==> src/rtl/run_detect_multi_pkg.sv <==
// Shared types and default parameters for the multi-channel run-length detector.
package run_detect_pkg;

    typedef enum logic [1:0] {
        IDLE  = 2'd0,
        COUNT = 2'd1,
        HIT   = 2'd2
    } run_state_t;

    localparam int CHANNELS_DEF    = 4;
    localparam int MAX_RUN_DEF     = 15;
    localparam int SYNC_STAGES_DEF = 2;

endpackage

==> src/rtl/run_detect_multi_if.sv <==
// Control/observation bundle for run_detect_multi. The design drives the
// detect flags and run counts; everything else comes from the surrounding logic.
interface run_detect_multi_if #(
    parameter int CHANNELS = 4,
    parameter int CNT_W    = 4
);
    logic                      tick;
    logic                      mode;
    logic [CNT_W-1:0]          run_len;
    logic [CHANNELS-1:0]       w;
    logic [CHANNELS-1:0]       out;
    logic                      any_out;
    logic [CHANNELS*CNT_W-1:0] run_count;

    modport master (
        output tick, mode, run_len, w,
        input  out, any_out, run_count
    );

    modport slave (
        input  tick, mode, run_len, w,
        output out, any_out, run_count
    );
endinterface

==> src/rtl/run_detect_multi_channel.sv <==
// One detector channel: input synchroniser, run FSM, saturating run counter
// and the registered detect flag.
//
//   state | meaning
//   IDLE  | input low at last tick, no run in progress
//   COUNT | run in progress, threshold not yet reached
//   HIT   | run has reached threshold; held until input drops
module run_channel
    import run_detect_pkg::*;
#(
    parameter int MAX_RUN     = 15,
    parameter int CNT_W       = 4,
    parameter int SYNC_STAGES = 2
) (
    input  logic             clk,
    input  logic             reset_n,
    input  logic             tick_i,
    input  logic             mode_i,
    input  logic [CNT_W-1:0] thr_i,
    input  logic             w_i,
    output logic             out_o,
    output logic             out_d_o,
    output logic [CNT_W-1:0] cnt_o
);

    localparam logic [CNT_W-1:0] MAX_RUN_C = CNT_W'(MAX_RUN);

    logic ws;

    if (SYNC_STAGES == 0) begin : g_nosync
        assign ws = w_i;
    end else begin : g_sync
        logic [SYNC_STAGES-1:0] sync_q;

        // Synchroniser shift chain, runs every clk regardless of tick.
        always_ff @(posedge clk or negedge reset_n) begin
            if (!reset_n) sync_q <= '0;
            else          sync_q <= (sync_q << 1) | SYNC_STAGES'(w_i);
        end

        assign ws = sync_q[SYNC_STAGES-1];
    end

    run_state_t       state_q, state_d;
    logic [CNT_W-1:0] cnt_q, cnt_d, cnt_inc;
    logic             out_q, out_d;

    // Next-state, counter and detect-flag decode.
    always_comb begin
        cnt_inc = (cnt_q >= MAX_RUN_C) ? MAX_RUN_C : cnt_q + CNT_W'(1);
        state_d = state_q;
        cnt_d   = cnt_q;
        if (tick_i) begin
            if (!ws) begin
                state_d = IDLE;
                cnt_d   = '0;
            end else begin
                cnt_d = cnt_inc;
                case (state_q)
                    IDLE, COUNT: state_d = (cnt_inc >= thr_i) ? HIT : COUNT;
                    HIT:         state_d = HIT;
                    default:     state_d = IDLE;
                endcase
            end
        end
        // Level mode follows HIT; pulse mode only flags the entry into HIT.
        out_d = (state_d == HIT) && (!mode_i || (state_q != HIT));
    end

    // State, counter and output registers.
    always_ff @(posedge clk or negedge reset_n) begin
        if (!reset_n) begin
            state_q <= IDLE;
            cnt_q   <= '0;
            out_q   <= 1'b0;
        end else begin
            state_q <= state_d;
            cnt_q   <= cnt_d;
            out_q   <= out_d;
        end
    end

    assign out_o   = out_q;
    assign out_d_o = out_d;
    assign cnt_o   = cnt_q;

endmodule

==> src/rtl/run_detect_multi.sv <==
// Multi-channel run-length detector top: threshold clamp, channel array and
// the registered OR of all detect flags.
module run_detect_multi
    import run_detect_pkg::*;
#(
    parameter int  CHANNELS    = CHANNELS_DEF,
    parameter int  MAX_RUN     = MAX_RUN_DEF,
    parameter int  SYNC_STAGES = SYNC_STAGES_DEF,
    localparam int CNT_W       = $clog2(MAX_RUN + 1)
) (
    input  logic               clk,
    input  logic               reset_n,
    run_detect_multi_if.slave  bus
);

    logic [CNT_W-1:0]          thr;
    logic [CHANNELS-1:0]       out_q_w;
    logic [CHANNELS-1:0]       out_d_w;
    logic [CHANNELS*CNT_W-1:0] cnt_w;
    logic                      any_out_q;

    // Effective threshold: zero means "hit on first high tick", clamp at MAX_RUN.
    always_comb begin
        if (bus.run_len == '0)
            thr = CNT_W'(1);
        else if ({1'b0, bus.run_len} > (CNT_W+1)'(MAX_RUN))
            thr = CNT_W'(MAX_RUN);
        else
            thr = bus.run_len;
    end

    for (genvar i = 0; i < CHANNELS; i++) begin : g_ch
        run_channel #(
            .MAX_RUN     (MAX_RUN),
            .CNT_W       (CNT_W),
            .SYNC_STAGES (SYNC_STAGES)
        ) u_ch (
            .clk     (clk),
            .reset_n (reset_n),
            .tick_i  (bus.tick),
            .mode_i  (bus.mode),
            .thr_i   (thr),
            .w_i     (bus.w[i]),
            .out_o   (out_q_w[i]),
            .out_d_o (out_d_w[i]),
            .cnt_o   (cnt_w[i*CNT_W +: CNT_W])
        );
    end

    // any_out uses the channels' next-state flags so it lines up with out.
    always_ff @(posedge clk or negedge reset_n) begin
        if (!reset_n) any_out_q <= 1'b0;
        else          any_out_q <= |out_d_w;
    end

    assign bus.out       = out_q_w;
    assign bus.any_out   = any_out_q;
    assign bus.run_count = cnt_w;

endmodule
==> src/flat_wrapper.sv <==
// flat-port wrapper written by rule: the top's interface ports become plain ports
module run_detect_multi_flat import run_detect_pkg::*;
#(
    parameter int  CHANNELS    = CHANNELS_DEF,
    parameter int  MAX_RUN     = MAX_RUN_DEF,
    parameter int  SYNC_STAGES = SYNC_STAGES_DEF,
    localparam int CNT_W       = $clog2(MAX_RUN + 1)
)
  (clk, reset_n, bus_tick, bus_mode, bus_run_len, bus_w, bus_out, bus_any_out, bus_run_count);
  run_detect_multi_if #(.CHANNELS(CHANNELS)) bus_i ();
  input  logic clk;
  input  logic reset_n;
  input wire logic [$bits(bus_i.tick)-1:0] bus_tick;
  input wire logic [$bits(bus_i.mode)-1:0] bus_mode;
  input wire logic [$bits(bus_i.run_len)-1:0] bus_run_len;
  input wire logic [$bits(bus_i.w)-1:0] bus_w;
  output wire logic [$bits(bus_i.out)-1:0] bus_out;
  output wire logic [$bits(bus_i.any_out)-1:0] bus_any_out;
  output wire logic [$bits(bus_i.run_count)-1:0] bus_run_count;
  assign bus_i.tick = bus_tick;
  assign bus_i.mode = bus_mode;
  assign bus_i.run_len = bus_run_len;
  assign bus_i.w = bus_w;
  assign bus_out = bus_i.out;
  assign bus_any_out = bus_i.any_out;
  assign bus_run_count = bus_i.run_count;
  run_detect_multi #(.CHANNELS(CHANNELS), .MAX_RUN(MAX_RUN), .SYNC_STAGES(SYNC_STAGES)) u_core (.clk(clk), .reset_n(reset_n), .bus(bus_i));
endmodule
==> config.mk <==
export PLATFORM = sky130hd
export DESIGN_NAME = run_detect_multi_flat
export DESIGN_NICKNAME = d
export VERILOG_FILES = /design/src/rtl/run_detect_multi_pkg.sv /design/src/rtl/run_detect_multi_if.sv /design/src/rtl/run_detect_multi_channel.sv /design/src/rtl/run_detect_multi.sv /design/src/flat_wrapper.sv
export SDC_FILE = /design/constraint.sdc
export NUM_CORES = 1
export LEC_CHECK = 0
export ABC_AREA = 0
export CAP_MARGIN = 20
export CORE_MARGIN = 2
export CORE_UTILIZATION = 25
export DETAILED_ROUTE_END_ITERATION = 16
export PLACE_DENSITY_LB_ADDON = 0.05
export SLEW_MARGIN = 20
export SYNTH_ARGS = -nofsm -noshare
export SYNTH_HDL_FRONTEND = slang
export SYNTH_SLANG_ARGS = --single-unit
==> constraint.sdc <==
create_clock -name clk -period 2.8 [get_ports clk]
set_input_delay 0.56 -clock clk [delete_from_list [all_inputs] [get_ports clk]]
set_output_delay 0.56 -clock clk [all_outputs]
set_load 0.005 [all_outputs]
==> metrics.txt, run 1 <==
DR WL/cell=14.63 um; die height=between 90 and 100 um; post-synth net total=222; largest area contributor in the netlist=dfrtp_1; CTS Buf Count=5; final setup fails=0; die area=roughly 8700 sq um; Synth cell types=37; Cell Chain, Critical Path=clkdlybuf4s50_1, inv_1, a31o_2, ha_1, nand2b_1, a211oi_2, a2111oi_2, a21o_1, or4_1; vias in the first global route=1648; fin area=approximately 2600 sq um; share of the synthesized area in the top cell type=46.19%; Port Buf Inserts=32; initial drt markers=73; Layout area overhead=31.59%; worst hold path class=reg -> reg; outcome=finished clean; Buf/Inv on CP=2; worst hold slack=349.8 ps; normalized max-slew margin=43.06%; Clk pin slew, worst setup/hold paths=70 ps; Final Hold Fails=0; Die X=slightly above 90 um; first-pass GRT wire length=around 8100 um; synthesis warning total=0; r2r startpoint=u_core.g_ch[0].u_ch.cnt_o[0]; final std cells w/o fill=between 300 and 400; commonest non-fill, non-tap cell in the layout=dfrtp_1; largest net degree at the start of global routing=38; Max Fclk=362.8 MHz; Post-Syn Area=2004 sq um; CTS tree=yes; n_diodes=0; setup TNS=0 ps; Synth Instances=194; worst vdd ir=~0.21 mV; Tcrit/Tclk final=98.45%; P per Cell Area=approximately 580 nW/um^2; htree depth=2; final core occ=33.96%; crit path DAT=2920 ps; placed instance area=approximately 2500 sq um; Clock Latency Late Sink=290 ps; Initial Util=25.81%; Syn Area/Cell=about 10 sq um; Seq cells post-synth=37; Residual DRC=0; CP max stage cell=clkdlybuf4s50_1; grt total ovfl=0; Post-synth EDFFs=0; dpl hpwl=3611 um; ys async rst share=100.0%; vias after detailed routing=1603; Critical Path Sink Type=flop; crit path max fanout=4; Inst Count DP=~330; # rows=32; critical path launch point=bus_run_len[2]; IO Count=33; reg2reg end=u_core.bus.any_out; Setup CP Type=in -> reg; Vias/cell=4.701; Placer Congestion=0.7355; Most used DFF post-synth=dfrtp_1; worst slew pin tran=~850 ps; Synth area leaders=dfrtp_1 (46%), ha_1 (10%), a22o_1 (4.8%); Max-cap violations=0; final WL=roughly 5000 um; Total GRT Usage=12.15%; initial antenna violation count=0; CP Launch Type=input port; Root Driver=clkbuf_8; Levels on crit path=9; Clock Sinks=37; Clock Skew=4.647 ps; Worst path max stage delay=about 500 ps; Reg2Reg Depth=9; core area=7767 sq um; CP endpoint=u_core.bus.any_out; fin nets=266; leakage power=0.001179 uW; Final Critical Period=2757 ps; TritonRoute pass-1 iters=4; worst-case clock buffer depth=2; Seq/Total Area, Yosys=46.19%; family with the most delay on the worst path=compound AO/OA/AOI/OAI gates; reg-to-reg slack, setup=220 ps; Max Slew Vio Count=0; Required @ worst endpoint=2960 ps; layout cells sized above 1=13.39%; most frequent cells in the layout=dfrtp_1 (37), clkdlybuf4s50_1 (31), inv_1 (20); antenna-violating nets left=0
## power breakdown
group / leakage (uW) / internal (uW) / switching (uW)
registers: 0.000479 / 600 / 55.4
clock network: 0.0000585 / 291 / 194
logic: 0.000641 / 214 / 171
total: 0.00118 / 1100 / 420
## repair_timing
| item | in CTS | in global routing |
|---|---|---|
| endpoints found under the setup margin | 1 | 1 |
| gates resized for setup | 1 | 3 |
| pin swaps | 0 | 3 |
| setup buffers | 0 | 1 |
| hold buffers | 0 | 0 |
## cell usage after synthesis, drive strengths merged (2+ instances only)
cell	n
buf	4
and2	6
clkbuf	4
o21ai	6
a21oi	8
o211ai	2
o32ai	5
a22o	11
nand2	8
nor3	2
nand3b	4
o2bb2ai	3
nor2	8
o31ai	3
ha	16
o221a	2
nand3	8
a31o	3
and3b	2
mux2i	2
inv	20
a211oi	4
o22ai	3
dfrtp	37
or3	2
a21o	4
nand2b	8
nor2b	2
## final cells by class
class                           instances  area, sq um
Tap cell                              102        127.6
Sequential cell                        37        925.9
Timing Repair Buffer                   45        412.9
Fill cell                             832         5130
Clock inverter                          1        30.03
Clock buffer                            7        86.33
Multi-Input combinational cell        129        979.7
Inverter                               20        75.07
## registers in the layout, summed over array words and instances (netlist names)
| name | cells |
|---|---|
| u_core.bus.any_out | 1 |
| u_core.g_ch.u_ch.cnt_o | 16 |
| u_core.g_ch.u_ch.g_sync.sync_q | 8 |
| u_core.g_ch.u_ch.out_o | 4 |
| u_core.g_ch.u_ch.state_q | 8 |
## how the worst min path moves through the flow
stage / start / end / slack, ps / depth (start not counted)
3_5_place_dp: u_core.g_ch[1].u_ch.g_sync.sync_q[0] / u_core.g_ch[1].u_ch.g_sync.sync_q[1] / 340 / 0
6_report: u_core.g_ch[1].u_ch.g_sync.sync_q[0] / u_core.g_ch[1].u_ch.g_sync.sync_q[1] / 350 / 0
5_1_grt: u_core.g_ch[0].u_ch.g_sync.sync_q[0] / u_core.g_ch[0].u_ch.g_sync.sync_q[1] / 370 / 0
2_1_floorplan: reset_n / u_core.bus.any_out / 260 / 0
3_3_place_gp: u_core.g_ch[1].u_ch.g_sync.sync_q[0] / u_core.g_ch[1].u_ch.g_sync.sync_q[1] / 330 / 0
4_1_cts: u_core.g_ch[1].u_ch.g_sync.sync_q[0] / u_core.g_ch[1].u_ch.g_sync.sync_q[1] / 350 / 0
## through the flow
stage,setup slack (ps),power [uW]
floorplan,270.5,867.4
global placement,-256.7,1025
detailed placement,-347.6,1037
CTS,31.99,1537
global route,-11.02,1626
finish,43.33,1524
## logic make-up after synthesis
logic type               count (synthesis)  share of synthesized area, %
buffers and inverters                   28                         5.992
flip-flops                              37                         46.19
adder cells (fa/ha/maj)                 17                         10.49
multiplexers                             2                        0.9988
AND/OR/NAND/NOR                         51                         14.05
AO/OA/AOI/OAI                           59                         22.29
## routing by layer
layer | share of wire [%] | track usage [%]
met3 | 3.8 | 3.223
met4 | 2.1 | 4.348
met1 | 48 | 16.02
met2 | 46 | 19.18
met5 | 0 | 0
Power figures use the tool's default switching activity.
==> run 2: changes to the inputs <==
- CAP_MARGIN: 20 -> unset
- CORE_ASPECT_RATIO: unset -> 1.1
==> metrics.txt, run 2 (synthesized netlist as in run 1, its figures left out) <==
Clock Sinks=37 (unchanged); placed instance area=2522 sq um (was 2492 sq um); Max Slew Vio Count=0 (unchanged); Clock Skew=8.162 ps (was 4.647 ps); first-pass GRT wire length=8273 um (was 8107 um); IO Count=33 (unchanged); Vias/cell=4.607 (was 4.701); layout cells sized above 1=14.11% (was 13.39%); Root Driver=clkbuf_8 (unchanged); vias in the first global route=1603 (was 1648); Setup CP Type=in -> reg (unchanged); worst hold path class=reg -> reg (unchanged); Buf/Inv on CP=2 (unchanged); Total GRT Usage=12.26% (was 12.15%); Tcrit/Tclk final=96.85% (was 98.45%); initial drt markers=29 (was 73); Worst path max stage delay=500 ps (about the same); crit path DAT=2880 ps (was 2920 ps); Final Hold Fails=0 (unchanged); antenna-violating nets left=0 (unchanged); outcome=finished clean (unchanged); initial antenna violation count=0 (unchanged); Port Buf Inserts=32 (unchanged); commonest non-fill, non-tap cell in the layout=dfrtp_1 (unchanged); Largest register FFs=16 (unchanged); n_diodes=0 (unchanged); die height=97.91 um (was 93.54 um); Max-cap violations=0 (unchanged); Residual DRC=0 (unchanged); core area=7828 sq um (was 7767 sq um); Max Fclk=368.8 MHz (was 362.8 MHz); CP max stage cell=clkdlybuf4s50_1 (unchanged); htree depth=2 (unchanged); final core occ=33.55% (was 33.96%); Clk pin slew, worst setup/hold paths=80 ps (was 70 ps); Layout area overhead=31.02% (was 31.59%); worst vdd ir=0.1523 mV (was 0.2118 mV); largest net degree at the start of global routing=38 (unchanged); Layout fillers=838 (was 832); CTS tree=yes (unchanged); TritonRoute pass-1 iters=4 (unchanged); most frequent cells in the layout=dfrtp_1 (37), clkdlybuf4s50_1 (31), inv_1 (20) (unchanged); # rows=34 (was 32); dpl hpwl=3657 um (was 3611 um); grt total ovfl=0 (unchanged); Final Critical Period=2712 ps (was 2757 ps); final setup fails=0 (unchanged); crit path max fanout=4 (unchanged); leakage power=0.001177 uW (was 0.001179 uW); CP Launch Type=input port (unchanged); total setup buffers inserted after CTS=0 (unchanged); Critical Path Sink Type=flop (unchanged); fin area=2626 sq um (was 2638 sq um); die area=8751 sq um (was 8750 sq um); Initial Util=25.61% (was 25.81%); DR WL/cell=14.44 um (was 14.63 um); normalized max-slew margin=42.62% (was 43.06%); Clock Latency Late Sink=290 ps (about the same); fin nets=268 (was 266); family with the most delay on the worst path=compound AO/OA/AOI/OAI gates (unchanged); Die X=89.38 um (was 93.54 um); Placer Congestion=0.7083 (was 0.7355); Required @ worst endpoint=2970 ps (was 2960 ps); worst-case clock buffer depth=2 (unchanged); CTS Buf Count=5 (unchanged); P per Cell Area=536.0 nW/um^2 (was 577.9 nW/um^2); final WL=5041 um (was 4988 um); worst slew pin tran=860.7 ps (was 854.0 ps); vias after detailed routing=1608 (was 1603); Cell Chain, Critical Path=clkdlybuf4s50_1, inv_1, a31o_2, ha_1, nand2b_1, a211oi_2, a2111oi_1, a21o_1, or4_1 (was clkdlybuf4s50_1, inv_1, a31o_2, ha_1, nand2b_1, a211oi_2, a2111oi_2, a21o_1, or4_1)
run 2: changes by cell type in the layout (fill, tap and decap cells not counted), sizes merged:
cell and change:
clkinv +2, buf +2, bufinv -1, clkbuf -1
run 2: per-layer routing:
metal	wire, um	vias up	global-route usage, %
met1	2456	775	17.75
met2	2369	23	18.58
met3	157	6	2.536
li1	-	804	-
met5	0	-	0
met4	57	0	3.100
run 2: what timing repair did:
| item | CTS | global route |
|---|---|---|
| hold buffers | 0 | 0 |
| endpoints found under the hold margin | 0 | 0 |
| resized for setup | 0 | 4 |
| endpoints found under the setup margin | 0 | 1 |
run 2: worst paths after layout:
| kind | cells after the start | slack [ps] | from | to |
|---|---|---|---|---|
| worst min-delay path | 0 | 350 | u_core.g_ch[2].u_ch.g_sync.sync_q[0] | u_core.g_ch[2].u_ch.g_sync.sync_q[1] |
| worst max register to register | 9 | 140 | u_core.g_ch[0].u_ch.cnt_o[0] | u_core.bus.any_out |
| min in group asynchronous | 1 | 380 | reset_n | u_core.g_ch[0].u_ch.cnt_o[0] |
| worst max-delay path | 9 | 90 | bus_run_len[2] | u_core.bus.any_out |
| max in group asynchronous | 1 | 1880 | reset_n | u_core.g_ch[2].u_ch.state_q[0] |
| worst min register to register | 0 | 350 | u_core.g_ch[2].u_ch.g_sync.sync_q[0] | u_core.g_ch[2].u_ch.g_sync.sync_q[1] |
run 2: stage by stage:
stage	cells	setup WS, ps	hold WS, ps	total power (uW)	setup TNS [ps]
detailed placement	341	-295.5	339.3	1043	-295.5
CTS	349	13.95	358.1	1421	0
finish	349	88.32	351.7	1408	0
global placement	341	-260.4	332.4	1046	-260.4
global route	349	-1.943	360.0	1510	-1.943
floorplan	194	270.5	264.4	867.4	0
run 2: area by class of cell:
class	count	area, sq um	area share, %
Multi-Input combinational cell	129	979.7	37.30
Sequential cell	37	925.9	35.25
Timing Repair Buffer	47	427.9	16.29
Tap cell	108	135.1	5.145
Inverter	20	75.07	2.859
Clock buffer	6	72.57	2.763
Clock inverter	2	10.01	0.3811
run 2: power by group:
part           total [uW]  internal [uW]  leakage (uW)  switching [uW]
Clock                 367            173     0.0000450             194
Sequential            653            600      0.000479            52.8
Combinational         388            217      0.000653             170
==> run 3: changes to the inputs <==
- clock period: 2.8 -> 2.74 ns (I/O delays scaled with it)
==> metrics.txt, run 3 (synthesized netlist as in run 1, its figures left out) <==
TritonRoute pass-1 iters=4 (unchanged); core area=7828 sq um (unchanged); Total GRT Usage=12.52% (was 12.26%); final WL=5154 um (was 5041 um); antenna-violating nets left=0 (unchanged); fin area=2654 sq um (was 2626 sq um); die area=8751 sq um (unchanged); # rows=34 (unchanged); unrepaired setup endpoints after global routing=false; final core occ=33.90% (was 33.55%); crit path max fanout=4 (unchanged); Max Slew Vio Count=0 (unchanged); IO Count=33 (unchanged); worst-case clock buffer depth=2 (unchanged); footprint of the multi-input gates=993.5 sq um (was 979.7 sq um); worst hold slack=345.6 ps (was 351.7 ps); Layout fillers=874 (was 838); CTS Hold Buffers Added=0 (unchanged); CTS tree=yes (unchanged); P per Cell Area=553.2 nW/um^2 (was 536.0 nW/um^2); crit path DAT=2790 ps (was 2880 ps); setup TNS=0 ps (unchanged); leakage power=0.001193 uW (was 0.001177 uW); Largest register FFs=16 (unchanged); Die X=89.38 um (unchanged); worst hold path class=reg -> reg (unchanged); final setup fails=0 (unchanged); n_diodes=0 (unchanged); DR WL/cell=14.77 um (was 14.44 um); outcome=finished clean (unchanged); initial drt markers=86 (was 29); worst vdd ir=0.1666 mV (was 0.1523 mV); Final Critical Period=2624 ps; grt total ovfl=0 (unchanged); htree depth=2 (unchanged); Cell Chain, Critical Path=clkdlybuf4s50_1, inv_1, a31o_4, ha_1, nand2b_1, a211oi_2, a2111oi_2, a21o_1, or4_1 (was clkdlybuf4s50_1, inv_1, a31o_2, ha_1, nand2b_1, a211oi_2, a2111oi_1, a21o_1, or4_1); Max Fclk=381.1 MHz; first-pass GRT wire length=8397 um (was 8273 um); Root Driver=clkbuf_8 (unchanged); Tcrit/Tclk final=around 96%; Critical Path Sink Type=flop (unchanged); Clock Skew=4.849 ps (was 8.162 ps); Port Buf Inserts=32 (unchanged); commonest non-fill, non-tap cell in the layout=dfrtp_1 (unchanged); Clock Latency Late Sink=280 ps (was 290 ps); Max-cap violations=0 (unchanged); vias in the first global route=1590 (was 1603); total power draw=1468 uW (was 1408 uW); vias after detailed routing=1594 (was 1608); Setup CP Type=in -> reg (unchanged); fin nets=269 (was 268); Final Hold Fails=0 (unchanged); register area=925.9 sq um (unchanged); Initial Util=25.61% (unchanged); Clk pin slew, worst setup/hold paths=70 ps (was 80 ps); normalized max-slew margin=41.35% (was 42.62%); Vias/cell=4.567 (was 4.607); CP Launch Type=input port (unchanged); Layout area overhead=32.40% (was 31.02%); initial antenna violation count=0 (unchanged); CP max stage cell=or4_1 (was clkdlybuf4s50_1); die height=97.91 um (unchanged); Required @ worst endpoint=2900 ps (was 2970 ps); most frequent cells in the layout=dfrtp_1 (37), clkdlybuf4s50_1 (30), inv_1 (19) (was dfrtp_1 (37), clkdlybuf4s50_1 (31), inv_1 (20)); dpl hpwl=3666 um (was 3657 um); layout cells sized above 1=14.94% (was 14.11%); largest net degree at the start of global routing=38 (unchanged); worst slew pin tran=879.8 ps (was 860.7 ps); Placer Congestion=0.7483 (was 0.7083); reg-to-reg slack, setup=150 ps (was 140 ps); placed instance area=2530 sq um (was 2522 sq um); Worst path max stage delay=490 ps (was 500 ps); Residual DRC=0 (unchanged); Clock Sinks=37 (unchanged); CTS Buf Count=5 (unchanged)
## run 3: cell count changes in the layout (fill, tap and decap cells not counted), sizes merged
cell	before	now
clkdlybuf4s50	31	30
dlymetal6s2s	0	1
clkbuf	6	7
buf	16	17
clkinv	2	0
## run 3: what timing repair did
action | in CTS | in global routing
setup buffers | 0 | 0
resized for setup | 2 | 6
pin swaps | 0 | 4
setup endpoints to repair | 1 | 1
## run 3: report_power, final
part | leakage, uW | internal, uW | switching (uW)
combinational | 0.000669 | 226 | 180
clock | 0.0000443 | 200 | 195
sequential | 0.000479 | 614 | 52.8
## run 3: metal layers
metal	vias to the layer above	global-route usage (%)	wire length, um
li1	801	-	-
met1	759	18.60	2554
met2	30	18.23	2377
met3	4	2.705	171
met4	0	3.444	50
met5	-	0	0
## run 3: layout make-up
class	count	share of cell area (%)
Tap cell	108	5.092
Timing Repair Buffer	48	16.50
Inverter	20	2.829
Sequential cell	37	34.89
Clock buffer	7	3.253
Multi-Input combinational cell	129	37.44
## run 3: path summary, 6_finish.rpt
path / start / cells after the start / end
max reg2reg: u_core.g_ch[0].u_ch.cnt_o[1] / 9 / u_core.bus.any_out
max: bus_run_len[1] / 9 / u_core.bus.any_out
min: u_core.g_ch[1].u_ch.g_sync.sync_q[0] / 0 / u_core.g_ch[1].u_ch.g_sync.sync_q[1]
min reg2reg: u_core.g_ch[1].u_ch.g_sync.sync_q[0] / 0 / u_core.g_ch[1].u_ch.g_sync.sync_q[1]
min in group asynchronous: reset_n / 1 / u_core.g_ch[0].u_ch.cnt_o[1]
max in group asynchronous: reset_n / 1 / u_core.g_ch[2].u_ch.state_q[0]
## run 3: worst max-delay path: cells and delay by family
family / cells / cell delay (ps)
compound gates: 4 / 810
simple gates: 2 / 640
fa+ha+maj: 1 / 260
buf+inv: 2 / 530
## run 3: stage by stage
step                      setup WS (ps)  cells
after floorplan                   210.5    194
after global placement           -304.8    342
after detailed placement         -340.2    342
after CTS                         24.92    349
after global routing              12.93    349
final                             115.9    349
